--- config.mk ---
export PLATFORM = sky130hd
export DESIGN_NAME = scan_test_ctrl_flat
export DESIGN_NICKNAME = d
export VERILOG_FILES = /design/src/rtl/scan_test_pkg.sv /design/src/rtl/scan_test_ctrl_if.sv /design/src/rtl/scan_shreg.sv /design/src/rtl/scan_test_ctrl.sv /design/src/flat_wrapper.sv
export SDC_FILE = /design/constraint.sdc
export NUM_CORES = 1
export LEC_CHECK = 0
export CORE_MARGIN = 1
export CORE_UTILIZATION = 55
export DETAILED_ROUTE_END_ITERATION = 10
export PLACE_DENSITY = 0.86
export SLEW_MARGIN = 10
export SYNTH_ARGS = -nofsm -noshare
export SYNTH_HDL_FRONTEND = slang
export SYNTH_HIERARCHICAL = 1
export SYNTH_SLANG_ARGS = --single-unit
export TNS_END_PERCENT = 5
--- constraint.sdc ---
create_clock -name CLK -period 4.3 [get_ports CLK]
set_input_delay 0.86 -clock CLK [delete_from_list [all_inputs] [get_ports CLK]]
set_output_delay 0.86 -clock CLK [all_outputs]
set_load 0.02 [all_outputs]
--- src/rtl/scan_test_pkg.sv ---
// Shared types for the scan test controller: FSM state encoding and default chain length.
package scan_test_pkg;

    localparam int CHAIN_LEN_DEFAULT = 8;

    typedef enum logic [2:0] {
        IDLE,
        SHIFT_IN,
        CAPTURE,
        SHIFT_OUT,
        DONE
    } state_e;

endpackage

--- src/rtl/scan_test_ctrl_if.sv ---
// Host request/result signals plus the scan chain pins; slave is the controller side.
interface scan_test_ctrl_if
    import scan_test_pkg::*;
#(
    parameter int CHAIN_LEN = CHAIN_LEN_DEFAULT
);
    logic                 start;
    logic [CHAIN_LEN-1:0] pattern;
    logic [CHAIN_LEN-1:0] expected;
    logic [CHAIN_LEN-1:0] mask;
    logic                 SE;
    logic                 SI;
    logic                 SO;
    logic                 busy;
    logic                 done;
    logic                 pass;
    logic [CHAIN_LEN-1:0] response;

    modport slave (
        input  start, pattern, expected, mask, SO,
        output SE, SI, busy, done, pass, response
    );

    modport master (
        output start, pattern, expected, mask, SO,
        input  SE, SI, busy, done, pass, response
    );
endinterface

--- src/rtl/scan_shreg.sv ---
// Parallel-load shift register, shifts toward bit 0 with serial input at the top bit.
// Load has priority over shift; used both as pattern serializer and response deserializer.
module scan_shreg #(
    parameter int WIDTH = 8
) (
    input  logic             clk_i,
    input  logic             rst_i,
    input  logic             load_i,
    input  logic [WIDTH-1:0] load_dat_i,
    input  logic             shift_i,
    input  logic             ser_i,
    output logic             ser_o,
    output logic [WIDTH-1:0] par_o
);
    logic [WIDTH-1:0] sh_q, sh_d;

    always_comb begin
        sh_d = sh_q;
        if (load_i) begin
            sh_d = load_dat_i;
        end else if (shift_i) begin
            sh_d = {ser_i, sh_q[WIDTH-1:1]};
        end
    end

    always_ff @(posedge clk_i or posedge rst_i) begin
        if (rst_i) begin
            sh_q <= '0;
        end else begin
            sh_q <= sh_d;
        end
    end

    assign ser_o = sh_q[0];
    assign par_o = sh_q;
endmodule

--- src/rtl/scan_test_ctrl.sv ---
// Scan test sequencer: load pattern, one capture cycle, unload and compare under mask.
// SE/SI are registered so they change on the same edge as the state.
module scan_test_ctrl
    import scan_test_pkg::*;
#(
    parameter int CHAIN_LEN = CHAIN_LEN_DEFAULT
) (
    input  logic           CLK,
    input  logic           RST,
    scan_test_ctrl_if.slave bus
);
    localparam int            CW   = $clog2(CHAIN_LEN + 1);
    localparam logic [CW-1:0] LAST = CW'(CHAIN_LEN - 1);

    state_e               state_q, state_d;
    logic [CW-1:0]        cnt_q, cnt_d;
    logic                 se_q, se_d;
    logic                 si_q, si_d;
    logic                 busy_q, busy_d;
    logic                 done_q, done_d;
    logic                 pass_q, pass_d;
    logic [CHAIN_LEN-1:0] exp_q, exp_d;
    logic [CHAIN_LEN-1:0] mask_q, mask_d;

    logic                 load_en, ser_shift, des_shift, ser_bit, last_bit;
    logic [CHAIN_LEN-1:0] resp, resp_next;
    logic [CHAIN_LEN-1:0] ser_par_unused;
    logic                 des_ser_unused;

    assign last_bit  = (cnt_q == LAST);
    // Response including the bit sampled on this edge, so pass is ready with done.
    assign resp_next = {bus.SO, resp[CHAIN_LEN-1:1]};

    always_comb begin
        state_d   = state_q;
        cnt_d     = cnt_q;
        se_d      = 1'b0;
        si_d      = 1'b0;
        busy_d    = busy_q;
        done_d    = 1'b0;
        pass_d    = pass_q;
        exp_d     = exp_q;
        mask_d    = mask_q;
        load_en   = 1'b0;
        ser_shift = 1'b0;
        des_shift = 1'b0;
        unique case (state_q)
            IDLE: begin
                if (bus.start) begin
                    state_d = SHIFT_IN;
                    cnt_d   = '0;
                    se_d    = 1'b1;
                    si_d    = bus.pattern[0];
                    busy_d  = 1'b1;
                    pass_d  = 1'b0;
                    exp_d   = bus.expected;
                    mask_d  = bus.mask;
                    load_en = 1'b1;
                end
            end
            SHIFT_IN: begin
                ser_shift = 1'b1;
                if (last_bit) begin
                    state_d = CAPTURE;
                    cnt_d   = '0;
                end else begin
                    cnt_d = cnt_q + CW'(1);
                    se_d  = 1'b1;
                    si_d  = ser_bit;
                end
            end
            CAPTURE: begin
                state_d = SHIFT_OUT;
                se_d    = 1'b1;
            end
            SHIFT_OUT: begin
                des_shift = 1'b1;
                if (last_bit) begin
                    state_d = DONE;
                    cnt_d   = '0;
                    busy_d  = 1'b0;
                    done_d  = 1'b1;
                    pass_d  = (((resp_next ^ exp_q) & mask_q) == '0);
                end else begin
                    cnt_d = cnt_q + CW'(1);
                    se_d  = 1'b1;
                end
            end
            DONE: begin
                state_d = IDLE;
            end
            default: begin
                state_d = IDLE;
            end
        endcase
    end

    always_ff @(posedge CLK or posedge RST) begin
        if (RST) begin
            state_q <= IDLE;
            cnt_q   <= '0;
            se_q    <= 1'b0;
            si_q    <= 1'b0;
            busy_q  <= 1'b0;
            done_q  <= 1'b0;
            pass_q  <= 1'b0;
            exp_q   <= '0;
            mask_q  <= '0;
        end else begin
            state_q <= state_d;
            cnt_q   <= cnt_d;
            se_q    <= se_d;
            si_q    <= si_d;
            busy_q  <= busy_d;
            done_q  <= done_d;
            pass_q  <= pass_d;
            exp_q   <= exp_d;
            mask_q  <= mask_d;
        end
    end

    // Bit 0 goes straight to SI on the accepting edge, so the serializer holds the rest.
    scan_shreg #(.WIDTH(CHAIN_LEN)) u_ser (
        .clk_i      (CLK),
        .rst_i      (RST),
        .load_i     (load_en),
        .load_dat_i ({1'b0, bus.pattern[CHAIN_LEN-1:1]}),
        .shift_i    (ser_shift),
        .ser_i      (1'b0),
        .ser_o      (ser_bit),
        .par_o      (ser_par_unused)
    );

    scan_shreg #(.WIDTH(CHAIN_LEN)) u_des (
        .clk_i      (CLK),
        .rst_i      (RST),
        .load_i     (load_en),
        .load_dat_i ('0),
        .shift_i    (des_shift),
        .ser_i      (bus.SO),
        .ser_o      (des_ser_unused),
        .par_o      (resp)
    );

    assign bus.SE       = se_q;
    assign bus.SI       = si_q;
    assign bus.busy     = busy_q;
    assign bus.done     = done_q;
    assign bus.pass     = pass_q;
    assign bus.response = resp;
endmodule
--- src/flat_wrapper.sv ---
// flat-port wrapper written by rule: the top's interface ports become plain ports
module scan_test_ctrl_flat import scan_test_pkg::*;
#(
    parameter int CHAIN_LEN = CHAIN_LEN_DEFAULT
)
  (CLK, RST, bus_start, bus_pattern, bus_expected, bus_mask, bus_SO, bus_SE, bus_SI, bus_busy, bus_done, bus_pass, bus_response);
  scan_test_ctrl_if #(.CHAIN_LEN(CHAIN_LEN)) bus_i ();
  input  logic CLK;
  input  logic RST;
  input wire logic [$bits(bus_i.start)-1:0] bus_start;
  input wire logic [$bits(bus_i.pattern)-1:0] bus_pattern;
  input wire logic [$bits(bus_i.expected)-1:0] bus_expected;
  input wire logic [$bits(bus_i.mask)-1:0] bus_mask;
  input wire logic [$bits(bus_i.SO)-1:0] bus_SO;
  output wire logic [$bits(bus_i.SE)-1:0] bus_SE;
  output wire logic [$bits(bus_i.SI)-1:0] bus_SI;
  output wire logic [$bits(bus_i.busy)-1:0] bus_busy;
  output wire logic [$bits(bus_i.done)-1:0] bus_done;
  output wire logic [$bits(bus_i.pass)-1:0] bus_pass;
  output wire logic [$bits(bus_i.response)-1:0] bus_response;
  assign bus_i.start = bus_start;
  assign bus_i.pattern = bus_pattern;
  assign bus_i.expected = bus_expected;
  assign bus_i.mask = bus_mask;
  assign bus_i.SO = bus_SO;
  assign bus_SE = bus_i.SE;
  assign bus_SI = bus_i.SI;
  assign bus_busy = bus_i.busy;
  assign bus_done = bus_i.done;
  assign bus_pass = bus_i.pass;
  assign bus_response = bus_i.response;
  scan_test_ctrl #(.CHAIN_LEN(CHAIN_LEN)) u_core (.CLK(CLK), .RST(RST), .bus(bus_i));
endmodule
== Yosys cells after proc, flatten, opt, wreduce, memory -nomap -nowiden ==
Cells that the tools add are included.

* Add/subtract/negate cells: 1
* Eq/ne operators: 7
* Muxes and demuxes: 28
* Bitwise gates (word level): 2
* Reduce and logical (&&, ||, !) cells: 11

{| class="wikitable"
|+ Operators by type and width
! cell !! number
|-
| 2-to-1 mux 8 bit || 4
|-
| 2-to-1 mux 1 bit || 13
|-
| one-hot mux 3 bit (4 select lines) || 1
|-
| 2-to-1 mux 3 bit || 3
|-
| AND 8 bit || 1
|-
| zero test 8 bit || 1
|-
| 2-to-1 mux 4 bit || 2
|-
| one-hot mux 4 bit (2 select lines) || 1
|-
| nonzero test 2 bit || 4
|-
| XOR 8 bit || 1
|-
| equality test 3 x 2 -> 1 bit, second input constant || 2
|-
| one-hot mux 1 bit (2 select lines) || 3
|-
| AND reduction 3 bit || 2
|-
| adder 4 x 1 -> 4 bit, second input constant || 1
|-
| equality test 4 x 3 -> 1 bit, second input constant || 1
|-
| inequality test 2 x 1 -> 1 bit, second input constant || 2
|-
| AND reduction 2 bit || 2
|-
| equality test 3 x 1 -> 1 bit, second input constant || 1
|-
| zero test 3 bit || 1
|-
| one-hot mux 1 bit (3 select lines) || 1
|-
| inequality test 2 bit, second input constant || 1
|-
| OR reduction 2 bit || 1
|}

* Bits in registers: 44
* Bits of input ports: 28
* Output and inout bits: 13
* Logic and storage cells: 60

== Longest topological paths before layout ==
Gate-level depths: netlist of run 1.

* Depth in word-level cells: 5
* Gate-level depth with buffers: 6

== Hierarchy ==
Netlist of run 1, hierarchy kept.

{| class="wikitable"
|+ Modules (own cells, without submodules)
! module !! times used !! cells each !! area an instance (sq um) !! sequential area each (sq um)
|-
| scan_test_ctrl || 1 || 101 || 1260.0 || 700.7
|-
| scan_shreg || 2 || 36 || 384.1 || 200.2
|}

== Worst setup path after synthesis of run 1 ==
Ideal clock, no wire load.

* Path type: input port to flip-flop
* From: input bus_start
* To: register u_core.exp_q[6]
* Arrival: 1.712 ns
* Slack: 2.463 ns
* Stages: 3
* Path buffers: 1
* Cell sequence: nor4b_4 > buf_6 > mux2_2

* Longest elaborated chain between the ends: 1

{| class="wikitable"
|+ Ends and longest elaborated chain
! element !! line !! source
|-
| start, declared || flat_wrapper.sv:10 || <nowiki>input wire logic [$bits(bus_i.start)-1:0] bus_start;</nowiki>
|-
| AND reduction 2 bit (no source line) || - ||
|-
| end signal, assigned || scan_test_ctrl.sv:117 || <nowiki>exp_q <= exp_d;</nowiki>
|-
| end, declared || scan_test_ctrl.sv:22 || <nowiki>logic [CHAIN_LEN-1:0] exp_q, exp_d;</nowiki>
|}

Every way passes these cells.
A chain may end at the register's enable or synchronous reset.

== Final worst setup path of run 1 ==
* From: register u_core.u_des.sh_q[6] (netlist: u_core/u_des/par_o[6])
* To: output bus_response[6]

{| class="wikitable"
|+ RTL lines
! element !! line !! source
|-
| start, declared || scan_shreg.sv:15 || <nowiki>logic [WIDTH-1:0] sh_q, sh_d;</nowiki>
|-
| start signal, assigned || scan_shreg.sv:28 || <nowiki>sh_q <= '0;</nowiki>
|-
| start signal, assigned || scan_shreg.sv:30 || <nowiki>sh_q <= sh_d;</nowiki>
|-
| end, declared || flat_wrapper.sv:20 || <nowiki>output wire logic [$bits(bus_i.response)-1:0] bus_response;</nowiki>
|}

No word-level cell between the ends.

==> results of run 1 <==
==> where the power goes <==
part,total [mW],leakage (nW),switching (mW),internal [mW]
combinational,0.797,0.547,0.387,0.410
clock,0.205,0.0326,0.124,0.0808
sequential,0.778,0.532,0.163,0.615
==> stage by stage <==
| step | hold WS [ns] | std cells | worst slack (ns) | area (sq um) |
|---|---|---|---|---|
| floorplan | 0.439 | 181 | 2.46 | 2050 |
| global placement | 0.458 | 261 | 1.89 | 2450 |
| detailed placement | 0.490 | 261 | 1.83 | 2450 |
| CTS | 0.506 | 269 | 1.97 | 2510 |
| global route | 0.526 | 269 | 1.93 | 2510 |
| finish | 0.513 | 269 | 1.98 | 2510 |
==> sequential cells by signal, summed over array words and instances, names as in the netlist <==
signal and flops:
u_core/bus.busy 1, u_core/u_ser/par_o 8, u_core/mask_q 8, u_core/bus.SI 1, u_core/bus.pass 1, u_core/cnt_q 4
u_core/exp_q 8, u_core/state_q 3, u_core/bus.done 1, u_core/bus.SE 1, u_core/u_des/par_o 8
==> cell usage in the layout, fill, tap and decap left out, types with 6 or more instances in the layout <==
cell / n
xor2_1: 9
clkdlybuf4s50_1: 40
nand2_1: 22
mux2_2: 16
conb_1: 10
dfrtp_1: 44
o21ai_0: 6
mux2i_1: 16
o21ai_1: 16
==> final timing paths <==
| path | end | cells past startpoint | startpoint | slack (ns) |
|---|---|---|---|---|
| worst max-delay path | bus_response[6] | 1 | u_core/u_des/par_o[6]$_DFFE_PP0P_ | 1.98 |
| worst min-delay path | u_core/cnt_q[3]$_DFFE_PP0P_ | 1 | u_core/cnt_q[3]$_DFFE_PP0P_ | 0.51 |
| worst max register to register | u_core/u_ser/par_o[3]$_DFFE_PP0P_ | 4 | u_core/state_q[2]$_DFFE_PP0P_ | 2.45 |
| worst min register to register | u_core/cnt_q[3]$_DFFE_PP0P_ | 1 | u_core/cnt_q[3]$_DFFE_PP0P_ | 0.51 |
| max in group asynchronous | u_core/exp_q[2]$_DFFE_PP0P_ | 2 | RST | 2.53 |
| min in group asynchronous | u_core/u_des/par_o[1]$_DFFE_PP0P_ | 2 | RST | 0.79 |
==> per-layer routing <==
metal	track usage [%]	wire [um]	share of wire [%]
met4	10.5	99	2.6
met5	0	0	0
met1	25.2	1620	43
met2	37.1	1950	51
met3	5.66	142	3.7
==> area by class of cell <==
cell class,instances,area share (%)
Sequential cell,44,43.9
Timing Repair Buffer,42,16.6
Tap cell,46,2.30
Inverter,5,0.749
Multi-Input combinational cell,124,34.1
Clock buffer,8,2.35
==> metrics, run 1 <==
Tmin final roughly 2.3 ns; vias per cell 5.24; row cnt 21; CTS resizes 0; CTS Hold Bufs 0; Clock Tree Root clkbuf_4; cell family with most CP delay buffers and inverters; vias in the first global route around 1500; Setup-failing EPs final 0; Startpoint Class register; dpl hpwl 2820 um; worst-path cell chain clkdlybuf4s50_1; WL final 3810 um; buffers and inverters on the worst path 1; multi-input logic area 856 sq um; Worst Clk Skew between 0.008 and 0.009 ns; Clk Latency, worst-skew pair approximately 0.35 ns; Tot Pwr approximately 1.8 mW; FILL cells 258; outcome complete, no violations; first-pass GRT wire length about 6500 um; Critical Path RT 3.44 ns; Lkg Pwr roughly 1.1 nW; Chip Width ~63 um; Setup Buffers After CTS 0; slowest CP cell clkdlybuf4s50_1; worst vdd ir ~0.48 mV; synthesized area 0.00202 sq mm; Seq. cell area ~0.0011 sq mm; 1st-pass router iterations 4; diodes inserted 0; # H-tree levels 2; max incr delay on CP ~0.65 ns; CP arrival approximately 1.5 ns; Tcrit/Tclk final between 50% and 60%; grt ovf 0; Die H 62.6 um; crit-path max FO 4; final net count roughly 250; RD Place Congestion 0.776; max-cap violation count 0; clock tree sinks 44; Layout area overhead 24.1%; vias about 1400; layout cells sized above 1 about 11%; RSZ-0062 raised after global routing false; DRT iter0 DRCs roughly 100; Rel. slew slack between 20% and 30%; CTS tree yes; worst hold-check path type register to register; IO Count ~40; highest clock rate roughly 0.43 GHz; clk slew on worst S/H paths 0.12 ns; Routed WL per cell 14.2 um; core footprint around 0.0034 sq mm; initial antenna violation count 0; Crit Path Category register to output port; setup tns final 0 ns; P per Cell Area between 700 and 800 mW/mm^2; Post-Synthesis Cells around 170; Tightest Pin Transition around 1.1 ns; Synthesis Warnings 6; Total GRT Usage between 20% and 30%; largest net degree at the start of global routing 35; port buffer count 40; final core utilization between 70% and 80%; Die Area between 0.003 and 0.004 sq mm; CTS max path bufs 2; final hold violations 0; Initial Util between 50% and 60%; DRC errors left 0; syn avg cell area 11.7 sq um; fin. max-slew vios 0; CTS Buf Count 5; crit end category output port; remaining antenna violation count 0
Power figures use the tool's default switching activity.
==> inputs of run 2 (changes only) <==
--- a/config.mk
+++ b/config.mk
@@ -6,9 +6,9 @@
 export NUM_CORES = 1
 export LEC_CHECK = 0
 export CORE_MARGIN = 1
-export CORE_UTILIZATION = 55
+export CORE_UTILIZATION = 51
 export DETAILED_ROUTE_END_ITERATION = 10
-export PLACE_DENSITY = 0.86
+export PLACE_DENSITY = 0.8
 export SLEW_MARGIN = 10
 export SYNTH_ARGS = -nofsm -noshare
 export SYNTH_HDL_FRONTEND = slang
==> constraint.sdc (replaced) <==
create_clock -name CLK -period 2.2 [get_ports CLK]
set_input_delay 0.44 -clock CLK [delete_from_list [all_inputs] [get_ports CLK]]
set_output_delay 0.44 -clock CLK [all_outputs]
set_load 0.02 [all_outputs]
==> run 2 against run 1 <==
  * Clock power grew to 2.9 times the previous value
  * Clock skew shrank 0.0041 ns
  * Count of clock-buffer cells in the layout shrank 2
  * Critical path depth is the same
  * Power grew 110%
  * Hold slack lost 0.046 ns
  * Final area grew 2.8%
  * Setup slack lost 1.6 ns
  * Non-clock buffer count grew 1
  * Utilization shrank 4.5 points
==> metrics, run 2 (synthesis gave the netlist of run 1 again) <==
outcome complete, no violations; highest clock rate 0.547 GHz; CTS tree yes; RSZ-0062 raised after global routing false; remaining antenna violation count 0; max incr delay on CP about 0.64 ns; core footprint between 0.003 and 0.004 sq mm; Psw about 1.4 mW; R2R Path End u_core/cnt_q[3]$_DFFE_PP0P_; cell family with most CP delay buffers and inverters; Clk Latency, worst-skew pair roughly 0.29 ns; commonest cells after routing, fill and taps aside 44 x dfrtp_1, 40 x clkdlybuf4s50_1, 22 x nand2_1; worst-path cell chain clkdlybuf4s50_1; slowest CP cell clkdlybuf4s50_1; Layout area overhead 27.6%; WL final roughly 4000 um; clk slew on worst S/H paths 0.08 ns; dpl hpwl approximately 2900 um; Final WS setup roughly 0.37 ns; FILL cells between 200 and 300; Initial Util between 50% and 60%; vias per cell approximately 5.2; Worst R2R Start u_core/state_q[1]$_DFFE_PP0P_; largest net degree at the start of global routing 55; CTS Hold Bufs 0; # H-tree levels 2; crit end category output port; Clock Tree Root clkbuf_8; setup tns final 0 ns; R2R depth 5; Die H 64.9 um; Total GRT Usage ~22%; final std cells w/o fill approximately 270; Die Area between 0.004 and 0.005 sq mm; Critical Path RT 1.76 ns; crit-path max FO 4; vias 1426; fin. max-slew vios 0; worst hold-check path type input port to asynchronous set/reset pin; final net count 252; 1st-pass router iterations 4; diodes inserted 0; buffers and inverters on the worst path 1; Placed Area ~0.0025 sq mm; P per Cell Area 1440 mW/mm^2; internal cell power 2.36 mW; clock network power share 16.2%; DRC errors left 0; DRT iter0 DRCs 120; IO Count just over 40; CTS max path bufs 2; row cnt 22; Worst Clk Skew around 0.0047 ns; sw frac around 36%; Startpoint Class register; Tmin final 1.83 ns; max-cap violation count 0; pre-CTS setup slack roughly 0.14 ns; Tot Pwr around 3.7 mW; Lkg Pwr 1.14 nW; Combinational Power Share between 40 and 50%; final hold violations 0; Reg power frac around two fifths; port buffer count 40; design area approximately 0.0026 sq mm; Setup Buffers After CTS 0; clock tree sinks between 40 and 50; Tcrit/Tclk final between 80% and 90%; grt ovf 0; first-pass GRT wire length between 6000 and 7000 um; Chip Width around 65 um; Setup crit start u_core/u_des/par_o[6]$_DFFE_PP0P_; Routed WL per cell between 10 and 15 um; placed insts approximately 260; CP arrival 1.39 ns; commonest non-fill, non-tap cell in the layout dfrtp_1; initial antenna violation count 0; Crit Path Category register to output port; worst vdd ir 0.758 mV; reg2reg setup slack 0.45 ns; CTS Buf Count 5; CTS resizes 0; layout cells sized above 1 12.1%; Setup-failing EPs final 0; RD Place Congestion 0.772; vias in the first global route around 1500
-- run 2: changes by cell type in the layout (fill, tap and decap cells not counted) --
cell / previous run / this run
bufinv_16: 0 / 1
buf_12: 0 / 1
clkbuf_4: 5 / 0
clkinv_2: 0 / 1
clkbuf_1: 2 / 1
clkbuf_8: 1 / 5
-- run 2: layout make-up --
cell class                 count  area (sq um)  share of cell area [%]
inverter                       5          18.8                   0.728
clock buffer                   6          72.6                    2.81
sequential                    44          1100                    42.7
clock inverter                 2          35.0                    1.36
timing repair buffer          43           435                    16.9
multi-input combinational    124           856                    33.2
tap                           48          60.1                    2.33
-- run 2: how the worst max path moves through the flow --
| stage | to | slack (ns) | depth (start not counted) |
|---|---|---|---|
| CTS | bus_response[6] | 0.36 | 1 |
| finish | bus_response[6] | 0.37 | 1 |
| global placement | u_core/exp_q[0]$_DFFE_PP0P_ | 0.28 | 4 |
| global route | bus_response[6] | 0.28 | 1 |
| detailed placement | u_core/cnt_q[3]$_DFFE_PP0P_ | 0.14 | 6 |
| floorplan | u_core/exp_q[6]$_DFFE_PP0P_ | 0.68 | 3 |
-- run 2: per-stage QoR --
stage / hold slack [ns] / utilization (%)
2_1_floorplan: 0.256 / -
3_3_place_gp: 0.460 / 66.0
3_5_place_dp: 0.503 / 66.0
4_1_cts: 0.466 / 68.9
5_1_grt: 0.475 / 68.9
6_report: 0.467 / 68.9
-- run 2: power groups by stage --
stage | Sequential (mW) | Combinational [mW] | Clock (mW)
after floorplan | 1.57 | 1.09 | 0
after global placement | 1.51 | 1.50 | 0
after detailed placement | 1.54 | 1.59 | 0
after CTS | 1.53 | 1.60 | 0.614
after global routing | 1.59 | 1.75 | 0.653
final | 1.53 | 1.59 | 0.603
-- run 2: routing by layer --
| layer | routed length [um] | GRT usage, % | vias up |
|---|---|---|---|
| met3 | 180 | 6.16 | 11 |
| met4 | 79 | 10.0 | 0 |
| met1 | 1640 | 25.9 | 698 |
| met5 | 0 | 0 | - |
| li1 | - | - | 679 |
| met2 | 2120 | 37.5 | 38 |
